==> src/rtl/dma_bus_arbiter_if.sv <==
// -----------------------------------------------------------------------------
// dma_bus_arbiter_if
// Bundle of every bus-side signal around dma_bus_arbiter: the CPU, DMA RX and
// DMA TX address/strobe inputs, the request/grant handshakes, the muxed RAM
// port and the status outputs.
//
// Modports
//   slave  : the arbiter. Requests, addresses, strobes, cpu_bus_free and
//            err_clr are inputs. Grants, ram_*, owner and hold_err are outputs.
//   master : the environment (CPU, DMA engines, RAM). It uses the same
//            signals with the directions reversed.
// -----------------------------------------------------------------------------
interface dma_bus_arbiter_if #(
  parameter int ADDR_W = 8
);
  // CPU side
  logic              cpu_bus_free;
  logic [ADDR_W-1:0] cpu_address;
  logic              cpu_cs;
  logic              cpu_oen;
  logic              cpu_wen;
  logic              cpu_grant;

  // DMA RX side
  logic              req_rx;
  logic [ADDR_W-1:0] rx_address;
  logic              rx_cs;
  logic              rx_oen;
  logic              rx_wen;
  logic              gnt_rx;

  // DMA TX side
  logic              req_tx;
  logic [ADDR_W-1:0] tx_address;
  logic              tx_cs;
  logic              tx_oen;
  logic              tx_wen;
  logic              gnt_tx;

  // RAM side
  logic [ADDR_W-1:0] ram_address;
  logic              ram_cs;
  logic              ram_oen;
  logic              ram_wen;

  // Status
  logic              err_clr;
  logic [1:0]        owner;
  logic              hold_err;

  modport slave (
    input  cpu_bus_free, cpu_address, cpu_cs, cpu_oen, cpu_wen,
    input  req_rx, rx_address, rx_cs, rx_oen, rx_wen,
    input  req_tx, tx_address, tx_cs, tx_oen, tx_wen,
    input  err_clr,
    output cpu_grant, gnt_rx, gnt_tx,
    output ram_address, ram_cs, ram_oen, ram_wen,
    output owner, hold_err
  );

  modport master (
    output cpu_bus_free, cpu_address, cpu_cs, cpu_oen, cpu_wen,
    output req_rx, rx_address, rx_cs, rx_oen, rx_wen,
    output req_tx, tx_address, tx_cs, tx_oen, tx_wen,
    output err_clr,
    input  cpu_grant, gnt_rx, gnt_tx,
    input  ram_address, ram_cs, ram_oen, ram_wen,
    input  owner, hold_err
  );
endinterface

==> src/rtl/dma_bus_arbiter.sv <==
// -----------------------------------------------------------------------------
// dma_bus_arbiter
// This module shares the system address bus and the RAM strobes between the
// CPU and two DMA masters, RX and TX. The CPU owns the bus by default. A DMA
// master is granted the bus only when the CPU reports an instruction boundary
// (cpu_bus_free). When both DMA masters request at once, a round-robin
// pointer picks the winner. Every DMA grant ends with one dead HANDOVER
// cycle, and then the CPU owns the bus for at least one cycle. A watchdog sets
// a sticky hold_err flag when one grant lasts MAX_HOLD cycles. The grant is
// not revoked.
//
// Parameters
//   ADDR_W   : address bus width
//   MAX_HOLD : number of grant cycles before hold_err is set (>= 1)
//   RX_FIRST : reset value of the priority pointer (1 = RX wins the first tie)
//
// Ports
//   clk   : system clock, rising edge
//   rst_n : asynchronous active-low reset
//   bus   : dma_bus_arbiter_if.slave
//           - inputs : cpu_bus_free; cpu/rx/tx address and cs/oen/wen strobes;
//                      req_rx, req_tx; err_clr
//           - outputs: cpu_grant, gnt_rx, gnt_tx (registered, at most one high)
//                      owner (registered: 0 CPU, 1 RX, 2 TX, 3 handover)
//                      hold_err (registered, sticky)
//                      ram_address, ram_cs, ram_oen, ram_wen (combinational
//                      mux selected by the registered state)
// -----------------------------------------------------------------------------
module dma_bus_arbiter #(
  parameter int ADDR_W   = 8,
  parameter int MAX_HOLD = 16,
  parameter int RX_FIRST = 1
) (
  input logic             clk,
  input logic             rst_n,
  dma_bus_arbiter_if.slave bus
);

  // The encoding matches the owner output code, so the state register drives
  // owner directly.
  typedef enum logic [1:0] {
    CPU_OWN  = 2'd0,
    GRANT_RX = 2'd1,
    GRANT_TX = 2'd2,
    HANDOVER = 2'd3
  } state_t;

  localparam int CNT_W = $clog2(MAX_HOLD + 1);
  localparam logic [CNT_W-1:0] HOLD_LIM = CNT_W'(MAX_HOLD);
  localparam logic PTR_RST = (RX_FIRST != 0);

  state_t           state;
  state_t           state_next;
  logic [CNT_W-1:0] hold_cnt;
  logic [CNT_W-1:0] hold_cnt_next;
  logic             ptr;          // 1: RX wins a tie, 0: TX wins a tie
  logic             ptr_next;
  logic             hold_err_q;
  logic             hold_err_next;
  logic             cpu_grant_q;
  logic             gnt_rx_q;
  logic             gnt_tx_q;

  // The hold counter saturates at the limit, so while a long grant stays
  // active the watchdog condition holds every cycle.
  function automatic logic [CNT_W-1:0] sat_inc(input logic [CNT_W-1:0] v);
    return (v == HOLD_LIM) ? v : v + 1'b1;
  endfunction

  // State, pointer, counter and registered outputs
  always_ff @(posedge clk or negedge rst_n) begin
    if (!rst_n) begin
      state       <= CPU_OWN;
      hold_cnt    <= '0;
      ptr         <= PTR_RST;
      hold_err_q  <= 1'b0;
      cpu_grant_q <= 1'b1;
      gnt_rx_q    <= 1'b0;
      gnt_tx_q    <= 1'b0;
    end else begin
      state       <= state_next;
      hold_cnt    <= hold_cnt_next;
      ptr         <= ptr_next;
      hold_err_q  <= hold_err_next;
      // The grants come from the next state, so they are registered copies
      // of the state decode and change on the same edge as the state.
      cpu_grant_q <= (state_next == CPU_OWN);
      gnt_rx_q    <= (state_next == GRANT_RX);
      gnt_tx_q    <= (state_next == GRANT_TX);
    end
  end

  // Next-state, pointer, counter and watchdog logic
  always_comb begin
    logic [CNT_W-1:0] cnt_inc;
    logic             err_set;

    state_next    = state;
    hold_cnt_next = hold_cnt;
    ptr_next      = ptr;
    cnt_inc       = sat_inc(hold_cnt);
    err_set       = 1'b0;

    case (state)
      CPU_OWN: begin
        hold_cnt_next = '0;
        if ((bus.req_rx || bus.req_tx) && bus.cpu_bus_free) begin
          if (bus.req_rx && bus.req_tx) begin
            state_next = ptr ? GRANT_RX : GRANT_TX;
          end else if (bus.req_rx) begin
            state_next = GRANT_RX;
          end else begin
            state_next = GRANT_TX;
          end
        end
      end

      GRANT_RX: begin
        // The cycle that ends now is itself a grant cycle, so it counts
        // toward the watchdog even when the request is being dropped.
        err_set = (cnt_inc == HOLD_LIM);
        if (!bus.req_rx) begin
          state_next    = HANDOVER;
          hold_cnt_next = '0;
          ptr_next      = 1'b0;
        end else begin
          hold_cnt_next = cnt_inc;
        end
      end

      GRANT_TX: begin
        err_set = (cnt_inc == HOLD_LIM);
        if (!bus.req_tx) begin
          state_next    = HANDOVER;
          hold_cnt_next = '0;
          ptr_next      = 1'b1;
        end else begin
          hold_cnt_next = cnt_inc;
        end
      end

      HANDOVER: begin
        // Pending requests are arbitrated again only from CPU_OWN. This
        // gives the CPU at least one cycle between two DMA grants.
        state_next    = CPU_OWN;
        hold_cnt_next = '0;
      end

      default: begin
        state_next    = CPU_OWN;
        hold_cnt_next = '0;
      end
    endcase

    // When set and clear happen in the same cycle, the set wins.
    hold_err_next = err_set || (hold_err_q && !bus.err_clr);
  end

  // RAM port mux. It follows the registered state, so during reset it
  // passes the CPU inputs and during handover it drives all zeros.
  always_comb begin
    bus.ram_address = '0;
    bus.ram_cs      = 1'b0;
    bus.ram_oen     = 1'b0;
    bus.ram_wen     = 1'b0;
    case (state)
      CPU_OWN: begin
        bus.ram_address = bus.cpu_address;
        bus.ram_cs      = bus.cpu_cs;
        bus.ram_oen     = bus.cpu_oen;
        bus.ram_wen     = bus.cpu_wen;
      end
      GRANT_RX: begin
        bus.ram_address = bus.rx_address;
        bus.ram_cs      = bus.rx_cs;
        bus.ram_oen     = bus.rx_oen;
        bus.ram_wen     = bus.rx_wen;
      end
      GRANT_TX: begin
        bus.ram_address = bus.tx_address;
        bus.ram_cs      = bus.tx_cs;
        bus.ram_oen     = bus.tx_oen;
        bus.ram_wen     = bus.tx_wen;
      end
      default: begin
        bus.ram_address = '0;
        bus.ram_cs      = 1'b0;
        bus.ram_oen     = 1'b0;
        bus.ram_wen     = 1'b0;
      end
    endcase
  end

  assign bus.cpu_grant = cpu_grant_q;
  assign bus.gnt_rx    = gnt_rx_q;
  assign bus.gnt_tx    = gnt_tx_q;
  assign bus.owner     = state;
  assign bus.hold_err  = hold_err_q;

endmodule

==> src/flat_wrapper.sv <==
// flat-port wrapper written by rule: the top's interface ports become plain ports
module dma_bus_arbiter_flat 
#(
  parameter int ADDR_W   = 8,
  parameter int MAX_HOLD = 16,
  parameter int RX_FIRST = 1
)
  (clk, rst_n, bus_cpu_bus_free, bus_cpu_address, bus_cpu_cs, bus_cpu_oen, bus_cpu_wen, bus_req_rx, bus_rx_address, bus_rx_cs, bus_rx_oen, bus_rx_wen, bus_req_tx, bus_tx_address, bus_tx_cs, bus_tx_oen, bus_tx_wen, bus_err_clr, bus_cpu_grant, bus_gnt_rx, bus_gnt_tx, bus_ram_address, bus_ram_cs, bus_ram_oen, bus_ram_wen, bus_owner, bus_hold_err);
  dma_bus_arbiter_if #(.ADDR_W(ADDR_W)) bus_i ();
  input logic clk;
  input logic rst_n;
  input wire logic [$bits(bus_i.cpu_bus_free)-1:0] bus_cpu_bus_free;
  input wire logic [$bits(bus_i.cpu_address)-1:0] bus_cpu_address;
  input wire logic [$bits(bus_i.cpu_cs)-1:0] bus_cpu_cs;
  input wire logic [$bits(bus_i.cpu_oen)-1:0] bus_cpu_oen;
  input wire logic [$bits(bus_i.cpu_wen)-1:0] bus_cpu_wen;
  input wire logic [$bits(bus_i.req_rx)-1:0] bus_req_rx;
  input wire logic [$bits(bus_i.rx_address)-1:0] bus_rx_address;
  input wire logic [$bits(bus_i.rx_cs)-1:0] bus_rx_cs;
  input wire logic [$bits(bus_i.rx_oen)-1:0] bus_rx_oen;
  input wire logic [$bits(bus_i.rx_wen)-1:0] bus_rx_wen;
  input wire logic [$bits(bus_i.req_tx)-1:0] bus_req_tx;
  input wire logic [$bits(bus_i.tx_address)-1:0] bus_tx_address;
  input wire logic [$bits(bus_i.tx_cs)-1:0] bus_tx_cs;
  input wire logic [$bits(bus_i.tx_oen)-1:0] bus_tx_oen;
  input wire logic [$bits(bus_i.tx_wen)-1:0] bus_tx_wen;
  input wire logic [$bits(bus_i.err_clr)-1:0] bus_err_clr;
  output wire logic [$bits(bus_i.cpu_grant)-1:0] bus_cpu_grant;
  output wire logic [$bits(bus_i.gnt_rx)-1:0] bus_gnt_rx;
  output wire logic [$bits(bus_i.gnt_tx)-1:0] bus_gnt_tx;
  output wire logic [$bits(bus_i.ram_address)-1:0] bus_ram_address;
  output wire logic [$bits(bus_i.ram_cs)-1:0] bus_ram_cs;
  output wire logic [$bits(bus_i.ram_oen)-1:0] bus_ram_oen;
  output wire logic [$bits(bus_i.ram_wen)-1:0] bus_ram_wen;
  output wire logic [$bits(bus_i.owner)-1:0] bus_owner;
  output wire logic [$bits(bus_i.hold_err)-1:0] bus_hold_err;
  assign bus_i.cpu_bus_free = bus_cpu_bus_free;
  assign bus_i.cpu_address = bus_cpu_address;
  assign bus_i.cpu_cs = bus_cpu_cs;
  assign bus_i.cpu_oen = bus_cpu_oen;
  assign bus_i.cpu_wen = bus_cpu_wen;
  assign bus_i.req_rx = bus_req_rx;
  assign bus_i.rx_address = bus_rx_address;
  assign bus_i.rx_cs = bus_rx_cs;
  assign bus_i.rx_oen = bus_rx_oen;
  assign bus_i.rx_wen = bus_rx_wen;
  assign bus_i.req_tx = bus_req_tx;
  assign bus_i.tx_address = bus_tx_address;
  assign bus_i.tx_cs = bus_tx_cs;
  assign bus_i.tx_oen = bus_tx_oen;
  assign bus_i.tx_wen = bus_tx_wen;
  assign bus_i.err_clr = bus_err_clr;
  assign bus_cpu_grant = bus_i.cpu_grant;
  assign bus_gnt_rx = bus_i.gnt_rx;
  assign bus_gnt_tx = bus_i.gnt_tx;
  assign bus_ram_address = bus_i.ram_address;
  assign bus_ram_cs = bus_i.ram_cs;
  assign bus_ram_oen = bus_i.ram_oen;
  assign bus_ram_wen = bus_i.ram_wen;
  assign bus_owner = bus_i.owner;
  assign bus_hold_err = bus_i.hold_err;
  dma_bus_arbiter #(.ADDR_W(ADDR_W), .MAX_HOLD(MAX_HOLD), .RX_FIRST(RX_FIRST)) u_core (.clk(clk), .rst_n(rst_n), .bus(bus_i));
endmodule
==> config.mk <==
export PLATFORM = sky130hd
export DESIGN_NAME = dma_bus_arbiter_flat
export DESIGN_NICKNAME = d
export VERILOG_FILES = /design/src/rtl/dma_bus_arbiter_if.sv /design/src/rtl/dma_bus_arbiter.sv /design/src/flat_wrapper.sv
export SDC_FILE = /design/constraint.sdc
export NUM_CORES = 1
export LEC_CHECK = 0
export CORE_ASPECT_RATIO = 1.75
export CORE_MARGIN = 2
export CORE_UTILIZATION = 36
export CTS_CLUSTER_DIAMETER = 80
export DETAILED_ROUTE_END_ITERATION = 12
export PLACE_DENSITY = 0.79
export SYNTH_ARGS = -nofsm -noshare
export SYNTH_HDL_FRONTEND = slang
export SYNTH_SLANG_ARGS = --single-unit
==> constraint.sdc <==
create_clock -name clk -period 2.2 [get_ports clk]
set_input_delay 0.55 -clock clk [delete_from_list [all_inputs] [get_ports clk]]
set_output_delay 0.55 -clock clk [all_outputs]
set_load 0.005 [all_outputs]
After elaboration in Yosys (flattened, before gate mapping)

Cells that the tools add are included.

$add $sub $neg: 1
Shift-type cells: 0
Muxes and demuxes: 19
Eq/ne operators: 9
Divide/modulo/power cells: 0
$mul: 0
Reductions and logical operators: 12
Bitwise operators: 0
$lt $le $gt $ge: 0

Operator list:

| cell                                                | number |
|---|---|
| case mux 8 bit (3 select lines)                     | 1 |
| 2-to-1 mux 5 bit                                    | 3 |
| case mux 5 bit (3 select lines)                     | 1 |
| 2-to-1 mux 2 bit                                    | 6 |
| equality test 5 bit, second input constant          | 2 |
| case mux 1 bit (3 select lines)                     | 3 |
| case mux 2 bit (4 select lines)                     | 1 |
| equality test 2 bit, second input constant          | 3 |
| adder 5 x 1 -> 5 bit, second input constant         | 1 |
| equality test 2 x 1 -> 1 bit, second input constant | 2 |
| zero test 2 bit                                     | 2 |
| != test 2 bit, second input constant                | 2 |
| OR reduction 2 bit                                  | 2 |
| logical AND 1 bit                                   | 3 |
| 2-to-1 mux 1 bit                                    | 3 |
| AND reduction 3 bit                                 | 1 |
| logical OR 1 bit                                    | 2 |
| case mux 1 bit (2 select lines)                     | 1 |
| nonzero test 2 bit                                  | 1 |
| zero test 1 bit                                     | 1 |

Memories: 0
Output and inout bits: 17
Input port bits: 39
Memory bits (writable): 0
Latch bits: 0
Register bits: 12
Memory bits (read-only): 0

Depth between registers and ports, before layout

Word-level depth: 5
Depth in mapped cells: 6
Depth with buffers taken out: 6

Worst setup path before layout

Ideal clock, no wire load.

Path kind: reg-to-output
From: reg u_core.state[1], in the netlist u_core.bus.owner[1]
To: out bus_ram_address[0]
Data required time: 1,650 ps
Setup slack: 265 ps
Arrival time: 1,385 ps
Cell stages (with the launch flop): 7
Cell sequence: dfrtp_1 > inv_1 > ha_1 > clkbuf_1 > buf_2 > a222oi_1 > nor2_1

Longest elaborated chain between the ends: 2
Elaborated cells between the ends (all ways): 4
Those cells by class: eq/ne (2); mux (1); reduce/logical (1)

Ends and longest elaborated chain:

| item                                              | RTL line               | RTL |
|---|---|---|
| start: declaration                                | dma_bus_arbiter.sv:52  | `state_t state;` |
| start signal: assignment                          | dma_bus_arbiter.sv:81  | `state <= state_next;` |
| equality test 2 bit, or another cell as far along | dma_bus_arbiter.sv:166 | `case (state)` |
| case mux 8 bit (3 select lines) *                 | dma_bus_arbiter.sv:166 |  |
| end: declaration                                  | flat_wrapper.sv:31     | `output wire logic [$bits(bus_i.ram_address)-1:0] bus_ram_address;` |

Mark *: on every way between the ends. The rest lies on a longest branch, timed or not.

Worst setup path after layout

From: reg u_core.state[0], in the netlist u_core.bus.owner[0]
To: out bus_ram_wen

Longest elaborated chain between the ends: 2
Elaborated cells between the ends (all ways): 4
Those cells by class: eq/ne (2); mux (1); reduce/logical (1)

Ends and longest elaborated chain:

| item                                              | RTL line               | RTL |
|---|---|---|
| equality test 2 bit, or another cell as far along | dma_bus_arbiter.sv:166 |  |
| case mux 1 bit (3 select lines) *                 | dma_bus_arbiter.sv:166 |  |
| end: declaration                                  | flat_wrapper.sv:34     | `output wire logic [$bits(bus_i.ram_wen)-1:0] bus_ram_wen;` |

Marks and branches as above.

==> flow_summary.json <==
{
  "cp-start-kind": "flop",
  "core_area_sq_um": 2331,
  "irDropWorstVdd_v": 0.0008089,
  "io_buffers": 55,
  "reg2reg_to": "u_core.hold_cnt[0]",
  "fin_skew_ns": 0.002459,
  "die_width_um": 41.66,
  "grt_pass1_vias": 1068,
  "holdPathEnd": "u_core.bus.hold_err",
  "netlist_instances": 101,
  "pin_count": 56,
  "clkSlewWorstSetupHoldPaths_ns": 0.05,
  "cts.sinks": 12,
  "start_util": 0.3833,
  "instances_no_fill": 188,
  "drv_slew": 0,
  "relSlewSlack": 0.6538,
  "wl_per_cell_um": 14.76,
  "ys_types": 29,
  "nNetsFinal": 211,
  "placed_cells": 182,
  "gp_congestion": 0.7750,
  "fillers": 188,
  "cp_num_buf_inv": 3,
  "p_leak_nw": 0.7451,
  "powerDensity_nw_per_um2": 1190,
  "grt_setup_unrepaired": "yes",
  "required_ns": 1.65,
  "worst_hold_startpoint": "u_core.bus.hold_err",
  "status": "finished, violations left",
  "place.detailed.hpwl_um": 2166,
  "routed-via-count": 1031,
  "reg2reg_slack_ns": 0.61,
  "setup_viol": 4,
  "vias_per_cell": 5.484,
  "drc": 0,
  "cp_slowest_cell": "dfrtp_2",
  "yosysTopAreaCell": "dfrtp_1",
  "hold_viol_final": 0,
  "synth_area_sq_um": 893.4,
  "gr-total-overflow": 0,
  "drtPass1Iterations": 6,
  "drive_above_1_share": 0.1840,
  "routed_wl_um": 2775,
  "synth_seq_cells": 12,
  "violations": "negative setup slack",
  "synth-seq-area-share": 0.3389,
  "syn2layout_area_growth_pct": 79.41,
  "yosys.area.top_type_share": 0.2801,
  "ff2ff_path_depth": 7,
  "antenna_cells": 0,
  "crit_cells": 6,
  "endpoint_kind": "output pin",
  "max_stage_delay_ns": 0.39,
  "die_height_um": 69.90,
  "die-area_sq_um": 2912,
  "worst_slack_ns": -0.05410,
  "synthTopCellsByArea": "dfrtp_1, a222oi_1, ha_1, nor2_1, dfstp_2",
  "rows": 23,
  "hold_class": "flop to flop",
  "criticalPathCategory": "flop to output pin",
  "ctsRootBufferMaster": "clkbuf_8",
  "grt_max_degree": 13,
  "fin_setup_tns_ns": -0.07664,
  "drt_iter0_markers": 44,
  "whs_path_depth": 1,
  "max_freq_ghz": 0.4436,
  "seq_area_sq_um": 304.0,
  "clk_path_buf_depth": 2,
  "syn_avg_cell_area_sq_um": 8.845,
  "cp.arrival_ns": 1.70,
  "multi_input_area_sq_um": 579.3,
  "grt_usage": 0.2003,
  "critPathTopFamily": "buffers and inverters",
  "clk_latency_ns": 0.24,
  "drv_cap": 0,
  "antenna_found_initial": 0,
  "reg2reg_from": "u_core.bus.owner[1]",
  "path_cells": "inv_2 -> ha_4 -> buf_4 -> a222oi_1 -> nor2_1 -> dlygate4sd2_1",
  "worst_slew_pin_slew_ns": 0.5176,
  "cp_max_fo": 7,
  "cts_tree": "built",
  "cts_buffers": 3,
  "ant_nets": 0,
  "grt_pass1_wl_um": 4623,
  "final.min_clock_period_ns": 2.254,
  "period_share": 1.025,
  "syn_nets": 148,
  "cts_max_level": 1,
  "ys_warn_count": 0
}
[layer usage]
metal  GRT usage  vias up  part of all wire
li1            -      495                 -
met1      0.2130      476              0.38
met2      0.3472       56              0.50
met3     0.06202        4             0.098
met4     0.09677        0             0.018
met5           0        -                 0
[layout make-up]
class | count | share of cell area
Timing Repair Buffer | 64 | 0.3786
Multi-Input combinational cell | 76 | 0.3614
Sequential cell | 12 | 0.1897
Clock buffer | 4 | 0.03435
Tap cell | 25 | 0.01952
Inverter | 7 | 0.01639
[sequential cells by signal, indices dropped and copies added, names as in the netlist]
name	cells
u_core.bus.cpu_grant	1
u_core.bus.gnt_rx	1
u_core.bus.gnt_tx	1
u_core.bus.hold_err	1
u_core.bus.owner	2
u_core.hold_cnt	5
u_core.ptr	1
[worst max path at each step]
stage | start | endpoint
after floorplan | u_core.bus.owner[1] | bus_ram_address[0]
after global placement | bus_rx_address[2] | bus_ram_address[2]
after detailed placement | bus_rx_address[3] | bus_ram_address[3]
after CTS | u_core.bus.owner[0] | bus_ram_cs
after global routing | u_core.bus.owner[0] | bus_ram_address[2]
final | u_core.bus.owner[0] | bus_ram_wen
[cells in the final DEF (no fill, tap or decap)]
master and n:
xnor2_1 1, nand2b_1 2, o21ai_0 1, inv_1 4, dlymetal6s2s_1 2, a32o_1 1
a21oi_1 7, nor3_1 1, nand3b_1 3, buf_12 1, dfrtp_2 1, dlygate4sd2_1 3
ha_2 1, a222oi_1 11, mux2i_1 1, o211a_1 1, xor2_1 3, nor2_1 19
nand3_1 2, nor3b_1 1, dfrtp_1 9, clkbuf_8 4, a21o_1 3, a31o_1 1
clkbuf_2 5, a21oi_2 1, ha_4 3, nor2b_1 3, ha_1 4, clkdlybuf4s15_1 1
and3b_1 1, inv_2 3, nand2_1 3, clkdlybuf4s50_1 44, dfstp_2 2, o31ai_1 1
a31o_2 1, buf_4 8
[worst reg2reg max path, cell delays in order (launching register included)]
cell	delay (ns)
dfrtp_1	0.38
buf_4	0.16
ha_4	0.20
buf_4	0.15
nand2_1	0.06
nor2_1	0.04
a21oi_1	0.34
nor2_1	0.11
[report_power, final]
group / switching, W / total, W / leakage [nW] / internal [W]
clock: 0.0000804 / 0.000238 / 0.0288 / 0.000158
sequential: 0.0000414 / 0.000346 / 0.152 / 0.000304
combinational: 0.000604 / 0.00132 / 0.564 / 0.000720
total: 0.000726 / 0.00191 / 0.745 / 0.00118
[synthesized netlist by cell type]
library cell  count
dfrtp_1          10
inv_2             1
xnor2_1           1
a21oi_2           1
nand2_1           3
a21oi_1           7
and3b_1           1
clkbuf_1          4
nand2b_1          2
o21ai_0           1
nor2b_1           3
xor2_1            3
a222oi_1         11
a31o_2            1
o31ai_1           1
a32o_1            1
o211a_1           1
nor2_1           19
a21o_1            3
mux2i_1           1
ha_1              8
dfstp_2           2
buf_2             2
nor3b_1           1
a31o_1            1
nand3_1           2
inv_1             6
nand3b_1          3
nor3_1            1
[what timing repair did]
action	CTS	global route
pin swaps	11	9
endpoints found under the hold margin	0	0
resized for setup	20	13
setup buffers	1	1
endpoints found under the setup margin	11	11
hold buffers	0	0
[kinds of logic (layout without fill, tap and decap cells)]
logic type / count (synthesis) / in the layout / share of synthesized area
buffers and inverters: 13 / 75 / 0.05741
multiplexers: 1 / 1 / 0.01120
adder cells (fa/ha/maj): 8 / 8 / 0.1120
AND/OR/NAND/NOR: 35 / 35 / 0.1877
XOR/XNOR: 4 / 4 / 0.03922
AO/OA/AOI/OAI: 28 / 28 / 0.2535
flip-flops: 12 / 12 / 0.3389
[stage by stage]
stage            util  hold WS [ns]  setup WS (ns)  instance area, sq um   power, W
2_1_floorplan       -        0.2544         0.2653                 893.4  0.0009886
6_report       0.6876        0.4890       -0.05410                  1603   0.001908
5_1_grt        0.6876        0.5343        -0.1310                  1603   0.002077
4_1_cts        0.6838        0.4940        -0.1509                  1594   0.001894
3_5_place_dp   0.6447        0.4824        -0.2031                  1503   0.001622
3_3_place_gp   0.6447        0.4850        -0.1732                  1503   0.001584
Power figures use the tool's default switching activity.
